[src/rtl/inst_encoder_pkg.sv]
// Shared types and opcodes for the RISC-V instruction encoder.
package inst_pkg;

  typedef enum logic [2:0] {
    FMT_I   = 3'd0,
    FMT_L   = 3'd1,
    FMT_S   = 3'd2,
    FMT_B   = 3'd3,
    FMT_LUI = 3'd4
  } fmt_e;

  localparam logic [6:0] OP_I   = 7'b0010011;
  localparam logic [6:0] OP_L   = 7'b0000011;
  localparam logic [6:0] OP_S   = 7'b0100011;
  localparam logic [6:0] OP_B   = 7'b1100011;
  localparam logic [6:0] OP_LUI = 7'b0110111;

  typedef enum logic [1:0] {
    RUN   = 2'd0,
    FULL  = 2'd1,
    FAULT = 2'd2
  } state_e;

endpackage

[src/rtl/inst_encoder_if.sv]
// Field-bundle input stream and encoded-word output stream of the encoder.
interface inst_encoder_if #(
  parameter int ADDR_W = 32
);
  logic              in_valid;
  logic              in_ready;
  logic [2:0]        in_fmt;
  logic [4:0]        in_rd;
  logic [4:0]        in_rs1;
  logic [4:0]        in_rs2;
  logic [2:0]        in_funct3;
  logic [31:0]       in_imm;
  logic              out_valid;
  logic              out_ready;
  logic [31:0]       out_inst;
  logic [ADDR_W-1:0] out_addr;

  modport master (
    output in_valid, in_fmt, in_rd, in_rs1, in_rs2, in_funct3, in_imm, out_ready,
    input  in_ready, out_valid, out_inst, out_addr
  );

  modport slave (
    input  in_valid, in_fmt, in_rd, in_rs1, in_rs2, in_funct3, in_imm, out_ready,
    output in_ready, out_valid, out_inst, out_addr
  );
endinterface

[src/rtl/inst_encoder_imm_pack.sv]
// Combinational packer: scatters the immediate into the selected format and
// range-checks it so the decoder's immediate generator recovers it exactly.
module imm_pack
  import inst_pkg::*;
(
  input  logic [2:0]  i_fmt,
  input  logic [4:0]  i_rd,
  input  logic [4:0]  i_rs1,
  input  logic [4:0]  i_rs2,
  input  logic [2:0]  i_funct3,
  input  logic [31:0] i_imm,
  output logic [31:0] o_inst,
  output logic        o_range_ok
);

  logic w_fits12;
  logic w_fits13_even;
  logic w_fits_upper;

  // A value fits N signed bits when every bit above N-1 copies the sign bit.
  assign w_fits12      = (&i_imm[31:11]) | ~(|i_imm[31:11]);
  assign w_fits13_even = ((&i_imm[31:12]) | ~(|i_imm[31:12])) & ~i_imm[0];
  assign w_fits_upper  = ~(|i_imm[31:20]);

  // NOTE: every output gets a default first so no path through the case infers a latch.
  always_comb begin
    o_inst     = '0;
    o_range_ok = 1'b0;
    case (i_fmt)
      FMT_I: begin
        o_inst     = {i_imm[11:0], i_rs1, i_funct3, i_rd, OP_I};
        o_range_ok = w_fits12;
      end
      FMT_L: begin
        o_inst     = {i_imm[11:0], i_rs1, i_funct3, i_rd, OP_L};
        o_range_ok = w_fits12;
      end
      FMT_S: begin
        o_inst     = {i_imm[11:5], i_rs2, i_rs1, i_funct3, i_imm[4:0], OP_S};
        o_range_ok = w_fits12;
      end
      FMT_B: begin
        o_inst     = {i_imm[12], i_imm[10:5], i_rs2, i_rs1, i_funct3,
                      i_imm[4:1], i_imm[11], OP_B};
        o_range_ok = w_fits13_even;
      end
      FMT_LUI: begin
        o_inst     = {i_imm[19:0], i_rd, OP_LUI};
        o_range_ok = w_fits_upper;
      end
      default: ;
    endcase
  end

endmodule

[src/rtl/inst_encoder.sv]
// Streaming instruction encoder: one-cycle registered output, word-address
// counter, and a RUN/FULL/FAULT controller gating the input stream.
module inst_encoder
  import inst_pkg::*;
#(
  parameter int DEPTH  = 256,
  parameter int ADDR_W = 32
) (
  input  logic          clk,
  input  logic          reset,
  input  logic          clear,
  inst_encoder_if.slave bus,
  output logic          err,
  output logic          full
);

  localparam int IDX_W = $clog2(DEPTH);
  localparam logic [IDX_W-1:0] LAST = IDX_W'(DEPTH - 1);

  state_e            r_state;
  state_e            w_state_nxt;
  logic [IDX_W-1:0]  r_idx;
  logic              r_out_valid;
  logic [31:0]       r_out_inst;
  logic [ADDR_W-1:0] r_out_addr;
  logic              w_in_ready;
  logic              w_accept;
  logic [31:0]       w_inst;
  logic              w_range_ok;

  imm_pack u_imm_pack (
    .i_fmt      (bus.in_fmt),
    .i_rd       (bus.in_rd),
    .i_rs1      (bus.in_rs1),
    .i_rs2      (bus.in_rs2),
    .i_funct3   (bus.in_funct3),
    .i_imm      (bus.in_imm),
    .o_inst     (w_inst),
    .o_range_ok (w_range_ok)
  );

  always_comb begin
    w_state_nxt = r_state;
    w_in_ready  = 1'b0;
    case (r_state)
      RUN: begin
        w_in_ready = !r_out_valid || bus.out_ready;
        if (bus.in_valid && w_in_ready) begin
          if (!w_range_ok)       w_state_nxt = FAULT;
          else if (r_idx == LAST) w_state_nxt = FULL;
        end
      end
      default: ;
    endcase
    if (clear) w_state_nxt = RUN;
  end

  assign w_accept = bus.in_valid && w_in_ready;

  // NOTE: sequential state uses non-blocking assignments so every register samples pre-edge values.
  always_ff @(posedge clk or posedge reset) begin
    if (reset) begin
      r_state     <= RUN;
      r_idx       <= '0;
      r_out_valid <= 1'b0;
      r_out_inst  <= '0;
      r_out_addr  <= '0;
    end else begin
      r_state <= w_state_nxt;
      // clear wins over a same-cycle handshake and drops any pending word.
      if (clear) begin
        r_idx       <= '0;
        r_out_valid <= 1'b0;
      end else if (w_accept && w_range_ok) begin
        r_out_valid <= 1'b1;
        r_out_inst  <= w_inst;
        r_out_addr  <= ADDR_W'({r_idx, 2'b00});
        if (r_idx != LAST) r_idx <= r_idx + IDX_W'(1);
      end else if (bus.out_ready) begin
        r_out_valid <= 1'b0;
      end
    end
  end

  assign bus.in_ready  = w_in_ready;
  assign bus.out_valid = r_out_valid;
  assign bus.out_inst  = r_out_inst;
  assign bus.out_addr  = r_out_addr;
  assign err           = (r_state == FAULT);
  assign full          = (r_state == FULL);

endmodule

[src/flat_wrapper.sv]
// flat-port wrapper written by rule: the top's interface ports become plain ports
module inst_encoder_flat import inst_pkg::*;
#(
  parameter int DEPTH  = 256,
  parameter int ADDR_W = 32
)
  (clk, reset, clear, err, full, bus_in_valid, bus_in_fmt, bus_in_rd, bus_in_rs1, bus_in_rs2, bus_in_funct3, bus_in_imm, bus_out_ready, bus_in_ready, bus_out_valid, bus_out_inst, bus_out_addr);
  inst_encoder_if #(.ADDR_W(ADDR_W)) bus_i ();
  input  logic clk;
  input  logic reset;
  input  logic clear;
  output logic err;
  output logic full;
  input wire logic [$bits(bus_i.in_valid)-1:0] bus_in_valid;
  input wire logic [$bits(bus_i.in_fmt)-1:0] bus_in_fmt;
  input wire logic [$bits(bus_i.in_rd)-1:0] bus_in_rd;
  input wire logic [$bits(bus_i.in_rs1)-1:0] bus_in_rs1;
  input wire logic [$bits(bus_i.in_rs2)-1:0] bus_in_rs2;
  input wire logic [$bits(bus_i.in_funct3)-1:0] bus_in_funct3;
  input wire logic [$bits(bus_i.in_imm)-1:0] bus_in_imm;
  input wire logic [$bits(bus_i.out_ready)-1:0] bus_out_ready;
  output wire logic [$bits(bus_i.in_ready)-1:0] bus_in_ready;
  output wire logic [$bits(bus_i.out_valid)-1:0] bus_out_valid;
  output wire logic [$bits(bus_i.out_inst)-1:0] bus_out_inst;
  output wire logic [$bits(bus_i.out_addr)-1:0] bus_out_addr;
  assign bus_i.in_valid = bus_in_valid;
  assign bus_i.in_fmt = bus_in_fmt;
  assign bus_i.in_rd = bus_in_rd;
  assign bus_i.in_rs1 = bus_in_rs1;
  assign bus_i.in_rs2 = bus_in_rs2;
  assign bus_i.in_funct3 = bus_in_funct3;
  assign bus_i.in_imm = bus_in_imm;
  assign bus_i.out_ready = bus_out_ready;
  assign bus_in_ready = bus_i.in_ready;
  assign bus_out_valid = bus_i.out_valid;
  assign bus_out_inst = bus_i.out_inst;
  assign bus_out_addr = bus_i.out_addr;
  inst_encoder #(.DEPTH(DEPTH), .ADDR_W(ADDR_W)) u_core (.clk(clk), .reset(reset), .clear(clear), .bus(bus_i), .err(err), .full(full));
endmodule
[config.mk]
export PLATFORM = sky130hd
export DESIGN_NAME = inst_encoder_flat
export DESIGN_NICKNAME = d
export VERILOG_FILES = /design/src/rtl/inst_encoder_pkg.sv /design/src/rtl/inst_encoder_if.sv /design/src/rtl/inst_encoder_imm_pack.sv /design/src/rtl/inst_encoder.sv /design/src/flat_wrapper.sv
export SDC_FILE = /design/constraint.sdc
export NUM_CORES = 1
export LEC_CHECK = 0
export BUFFER_PORTS_ARGS = -buffer_cell sky130_fd_sc_hd__buf_2
export CAP_MARGIN = 0
export CORE_MARGIN = 8
export CORE_UTILIZATION = 23
export CTS_CLUSTER_SIZE = 14
export DETAILED_ROUTE_END_ITERATION = 8
export PLACE_DENSITY_LB_ADDON = 0.08
export SLEW_MARGIN = 20
export SYNTH_ARGS = -nofsm -noshare
export SYNTH_HDL_FRONTEND = slang
export SYNTH_SLANG_ARGS = --single-unit
export TNS_END_PERCENT = 5
[constraint.sdc]
create_clock -name clk -period 6.8 [get_ports clk]
set_clock_uncertainty 0.15 [all_clocks]
set_input_delay 1.36 -clock clk [delete_from_list [all_inputs] [get_ports clk]]
set_output_delay 1.36 -clock clk [all_outputs]
set_load 0.03 [all_outputs]
==> results of run 1 <==
## metrics by stage
| stage | hold slack (ns) | utilization, % | worst slack [ns] |
|---|---|---|---|
| floorplan | 0.3449 | - | 3.203 |
| global placement | 0.3185 | 27.80 | 2.089 |
| detailed placement | 0.3199 | 27.80 | 2.011 |
| CTS | 0.3365 | 29.24 | 2.287 |
| global route | 0.3536 | 29.24 | 2.033 |
| finish | 0.3318 | 29.24 | 2.355 |
## report_power, final
group	total [W]	internal [W]	leakage (nW)	switching, W
Sequential	0.000293	0.000292	0.673	0.000000937
Combinational	0.0000871	0.0000275	1.11	0.0000596
Clock	0.000292	0.000184	0.0841	0.000108
Total	0.000672	0.000503	1.86	0.000169
## flip-flops by register name, indices dropped and copies added (netlist names)
signal,flops
u_core.r_state,2
u_core.bus.out_inst,30
u_core.r_idx,8
u_core.bus.out_addr,8
u_core.bus.out_valid,1
## layout by cell type (no fill, tap or decap), types with 8 or more instances in the layout
master   instances
buf_2          100
dfrtp_1         49
mux2_1          34
conb_1          25
a22o_1          14
mux2i_1         12
a21oi_1         10
nor2_1           9
nand3_1          8
nand2_1          8
inv_1            8
## cells in the mapped netlist (all sizes together) (6+ instances only)
| cell type | instances | share of area (%) |
|---|---|---|
| a21oi | 10 | 1.8 |
| a22o | 14 | 4.3 |
| buf | 33 | 8.9 |
| clkbuf | 7 | 0.93 |
| dfrtp | 49 | 43 |
| inv | 10 | 1.3 |
| mux2 | 36 | 14 |
| mux2i | 12 | 4.3 |
| nand2 | 8 | 1.1 |
| nand3 | 8 | 1.4 |
| nand4 | 6 | 1.3 |
| nor2 | 9 | 1.2 |
| nor2b | 6 | 1.3 |
| nor4 | 7 | 1.8 |
| o21ai | 7 | 1.2 |
## metal layers
layer	part of all wire [%]	wire length (um)	global-route usage, %
met2	43	3869	16.89
met1	47	4193	15.02
met3	9.0	808	3.729
met4	1.1	98	3.149
met5	0	0	0
## kinds of logic (layout without fill, tap and decap cells)
group / count (synthesis) / after routing / share of synthesized area, %
xor gates and xnor gates: 1 / 1 / 0.3105
DFF: 49 / 49 / 43.46
and+or+nand+nor: 59 / 59 / 13.44
AOI/OAI and AO/OA: 50 / 50 / 12.42
buffers and inverters: 50 / 120 / 11.17
muxes: 48 / 48 / 18.63
adders and majority gates: 1 / 1 / 0.4434
other: 1 / 25 / 0.1329
## worst max-delay path by stage
stage                  start                                   to  slack [ns]  depth (start not counted)
5_1_grt        bus_in_fmt[2]  u_core.bus.out_inst[16]$_DFFE_PP0P_        2.03                          8
3_5_place_dp   bus_in_fmt[2]  u_core.bus.out_inst[23]$_DFFE_PP0P_        2.01                          8
4_1_cts        bus_in_fmt[2]  u_core.bus.out_inst[23]$_DFFE_PP0P_        2.29                          8
3_3_place_gp   bus_in_fmt[2]  u_core.bus.out_inst[23]$_DFFE_PP0P_        2.09                          8
6_report       bus_in_fmt[2]  u_core.bus.out_inst[23]$_DFFE_PP0P_        2.36                          8
2_1_floorplan  bus_out_ready                         bus_in_ready        3.20                          2
## final cells by class
| class | instances | area, sq um | share of cell area (%) |
|---|---|---|---|
| clock inverter | 1 | 30.03 | 0.8550 |
| tap | 147 | 183.9 | 5.237 |
| multi-input combinational | 184 | 1376 | 39.19 |
| clock buffer | 7 | 142.6 | 4.061 |
| sequential | 49 | 1226 | 34.91 |
| inverter | 10 | 37.54 | 1.069 |
| timing repair buffer | 102 | 515.5 | 14.68 |
==> summary.txt, run 1 <==
Yosys
  • Yosys warnings: 0
  • Post-Syn Instances: about 260
  • Distinct cells, synth: 44
  • Main synth FF type: dfrtp_1
  • Synth Cell Area: 2821 sq um
  • Asr flop ratio synth: 100.0%
  • Synth Register Bits: 49
  • Register area share after synthesis: between 40% and 50%
  • Post-Syn Area per Cell: 10.89 sq um
  • EDFF count, synth: 0

STA
  • Slew @ Worst Pin: 0.8144 ns
  • Hold Vio Cnt, Final: 0
  • Fin Setup TNS: 0 ns
  • Final Critical Period: 4.445 ns
  • RSZ-0062 raised after global routing: no
  • Final period util: 65.37%
  • Rel. slew slack: 45.65%
  • Final setup fails: 0
  • Maximum operating frequency: 225.0 MHz
  • Final Max Tran Viols: 0

Power
  • Power Density: between 150 and 200 nW/um^2
  • Pwr Total: 0.0006719 W
  • Peak VDD IR: 0.09411 mV
  • Static leakage: 1.863 nW

Worst setup path
  • Critical Path Max Stage Delay: approximately 0.76 ns
  • Crit start category: input port
  • Arrival time at the worst endpoint: 4.47 ns
  • R2R cell count: 5
  • Crit Path Max Fanout: 30
  • Critical Path End Type: flop
  • Critical path buffer and inverter count: 2
  • R2R setup slack: 4.11 ns
  • CP Data Required Time: 6.82 ns
  • R2R Path End: u_core.bus.out_inst[23]$_DFFE_PP0P_
  • Critical path class: in -> reg
  • Crit path top cell by count: nor3b_4
  • CP delay by family, top: simple AND/OR/NAND/NOR gates
  • Worst R2R Start: u_core.bus.out_valid$_DFFE_PP0P_
  • Slowest stage cell on the critical path: nor3b_4
  • Worst-path cell chain: buf_2 > nor3b_4 > and4_1 > a41oi_1 > o21a_1 > nor3b_4 > buf_4 > mux2_2

Clocking
  • CTS root buffer: clkbuf_16
  • Post-CTS setup repair buffer count: 0
  • CTS Hold Bufs: 0
  • Cts repair resizes: 0
  • Max H-tree Level: 2
  • Reg clk slew, reported paths: about 0.060 ns
  • Clock buffer depth: 2
  • Clock sink count: 49
  • CTS tree: yes
  • Cts bufs inserted: 5
  • Clock Latency Late Sink: ~0.29 ns

Routing
  • Final ANT Viol Nets: 0
  • Routed vias: 2,269
  • Wirelength, routed: 8970 um
  • Routed len/inst: between 15 and 20 um
  • Residual DRC: 0
  • Vias per std cell: ~4.5
  • First-pass detailed-route iteration total: 4
  • Starting DRT DRC Count: 68

Worst hold path
  • Hold Path End: u_core.bus.out_inst[19]$_DFFE_PP0P_
  • Hold path depth: 1
  • HP Class: reg -> reg
  • Hold path startpoint: u_core.bus.out_inst[19]$_DFFE_PP0P_

Die
  • Die area: between 15,000 and 20,000 sq um
  • Initial Util: 23.49%
  • Ports: between 100 and 150
  • # rows: 40
  • Die X: about 130 um
  • Core area: roughly 12,000 sq um
  • Die height: 126.8 um

Placed design
  • GP Congestion: 0.7146
  • DP HPWL: roughly 6800 um
  • Buffers on Ports: 100
  • Post-DP Area: 3339 sq um
  • Post-Place Cells: 492

GRT
  • Vias in the first global route: 2,394
  • Global-route usage over all layers: around 11%
  • First-pass GRT wire length: around 14,000 um
  • GR Overflow Total: 0
  • Initial antenna violation count: 0
  • Largest net degree at the start of global routing: 50

Final layout
  • Post-Layout Inst Area: between 3000 and 4000 sq um
  • Layout Nets: 411
  • Final non-filler cell total: 500
  • Diodes inserted: 0
  • Fillers: 1,285
  • Syn-to-layout area delta: 24.48%
  • Fraction of layout cells with a size suffix above 1: 33.43%

Run
  • Max_cap viols: 0

Run status
  • Status: completed
(Power assumes the default switching activity.)
==> run 2: changes to the inputs <==
Clock period 6.8 ns to 4 ns, I/O delays scaled along.
==> run 2 against run 1 <==
  * Clock power up 74%
  * Combinational power increased by 72%
  * Highest routed layer unchanged
  * Critical path depth stayed put
  * Sequential power is 70% higher
  * Critical endpoint unchanged
==> summary.txt, run 2 (synthesis results as in run 1) <==
GRT
  • Largest net degree at the start of global routing: 37
  • Global-route usage over all layers: 11.67%
  • GR Overflow Total: 0
  • Initial antenna violation count: 0
  • Vias in the first global route: 2,573
  • First-pass GRT wire length: 14,750 um

Worst setup path
  • Arrival time at the worst endpoint: 3.11 ns
  • Crit start category: input port
  • CP Data Required Time: 4.02 ns
  • Crit Path Max Fanout: 29
  • Critical Path End Type: flop
  • Critical path class: in -> reg

STA
  • RSZ-0062 raised after global routing: no
  • Maximum operating frequency: 323.9 MHz
  • Final Critical Period: 3.087 ns
  • Rel. slew slack: 46.37%
  • Final period util: 77.18%
  • Slew @ Worst Pin: 0.8033 ns
  • Final setup fails: 0
  • Hold slack: 0.3316 ns
  • Final Max Tran Viols: 0
  • Hold Vio Cnt, Final: 0
  • Fin Setup TNS: 0 ns

Routing
  • Wirelength, routed: 9225 um
  • Starting DRT DRC Count: 87
  • First-pass detailed-route iteration total: 4
  • Routed len/inst: between 15 and 20 um
  • Residual DRC: 0
  • Routed vias: 2,285
  • Final ANT Viol Nets: 0
  • Vias per std cell: 4.543

Die
  • Initial Util: 23.49%
  • Ports: 126
  • Die X: 126.8 um
  • Core area: 12,010 sq um
  • Die height: 126.8 um
  • # rows: 40
  • Die area: ~16,000 sq um

Final layout
  • Most frequent cells in the layout: 100 x buf_2, 49 x dfrtp_1, 34 x mux2_1, 25 x conb_1, 14 x a22o_1
  • Layout Nets: 414
  • Fraction of layout cells with a size suffix above 1: between 30% and 40%
  • Diodes inserted: 0
  • Register Area: 1226 sq um
  • Post-Layout Inst Area: approximately 3500 sq um
  • Max FFs per register: 30
  • Most common cell after layout, fill and taps aside: buf_2
  • Syn-to-layout area delta: 25.41%
  • Fillers: 1,301
  • Multi-input logic area: 1376 sq um

Power
  • Static leakage: 1.877 nW
  • Pwr Total: approximately 0.0012 W
  • Power Density: between 300 and 400 nW/um^2
  • Peak VDD IR: approximately 0.17 mV

Clocking
  • Cts bufs inserted: 5
  • Max H-tree Level: 2
  • CTS Hold Bufs: 0
  • CTS tree: yes
  • Clock buffer depth: 2
  • Clock Latency Late Sink: 0.29 ns
  • Post-CTS setup repair buffer count: 0
  • Cts repair resizes: 0
  • Clock sink count: 49
  • CTS root buffer: clkbuf_16
  • Reg clk slew, reported paths: 0.07 ns

Run
  • Max_cap viols: 0

Placed design
  • Buffers on Ports: 100
  • DP HPWL: ~7000 um
  • Post-DP Area: 3362 sq um
  • GP Congestion: approximately 0.74

Worst hold path
  • HP Class: reg -> reg

Run status
  • Status: completed
[run 2: path summary, 6_finish.rpt]
path,start,to,slack (ns),cells past startpoint
max,bus_in_fmt[2],u_core.bus.out_inst[23]$_DFFE_PP0P_,0.91,8
min,u_core.bus.out_inst[8]$_DFFE_PP0P_,u_core.bus.out_inst[8]$_DFFE_PP0P_,0.33,1
max reg2reg,u_core.bus.out_valid$_DFFE_PP0P_,u_core.r_idx[6]$_DFFE_PP0P_,1.51,6
min reg2reg,u_core.bus.out_inst[8]$_DFFE_PP0P_,u_core.bus.out_inst[8]$_DFFE_PP0P_,0.33,1
max in group asynchronous,reset,u_core.bus.out_inst[20]$_DFFE_PP0P_,2.46,3
min in group asynchronous,reset,u_core.bus.out_inst[9]$_DFFE_PP0P_,0.51,2
[run 2: routing by layer]
layer  wire [um]  track usage [%]  share of wire [%]  vias up
met5           0                0                  0        -
met4         101            3.149                1.1        0
met3         617            2.974                6.7        6
met2        3962            18.30                 43       80
met1        4545            15.54                 49     1099
li1            -                -                  -     1100
[run 2: metrics by stage]
| step | worst slack, ns | util [%] | instances |
|---|---|---|---|
| 2_1_floorplan | 1.246 | - | 283 |
| 3_3_place_gp | 0.6915 | 27.99 | 495 |
| 5_1_grt | 0.7017 | 29.46 | 503 |
| 4_1_cts | 0.8872 | 29.46 | 503 |
| 6_report | 0.9128 | 29.46 | 503 |
| 3_5_place_dp | 0.5863 | 27.99 | 495 |
[run 2: where the power goes]
group	internal, W	switching, W
sequential	0.000496	0.00000165
combinational	0.0000478	0.000102
clock	0.000313	0.000194
total	0.000856	0.000298
[run 2: layout make-up]
class / instances / area share (%)
Timing Repair Buffer: 105 / 15.21
Multi-Input combinational cell: 184 / 38.90
Inverter: 10 / 1.061
Tap cell: 147 / 5.198
Clock inverter: 2 / 1.061
Sequential cell: 49 / 34.65
Clock buffer: 6 / 3.925
[run 2: worst max-delay path, stage by stage]
cell and delay (ns):
buf_2 0.24, nand4b_1 0.25, nor4_2 0.32, a41oi_1 0.22, o21a_1 0.25, nor3b_4 0.21
buf_4 0.42, mux2_2 0.38
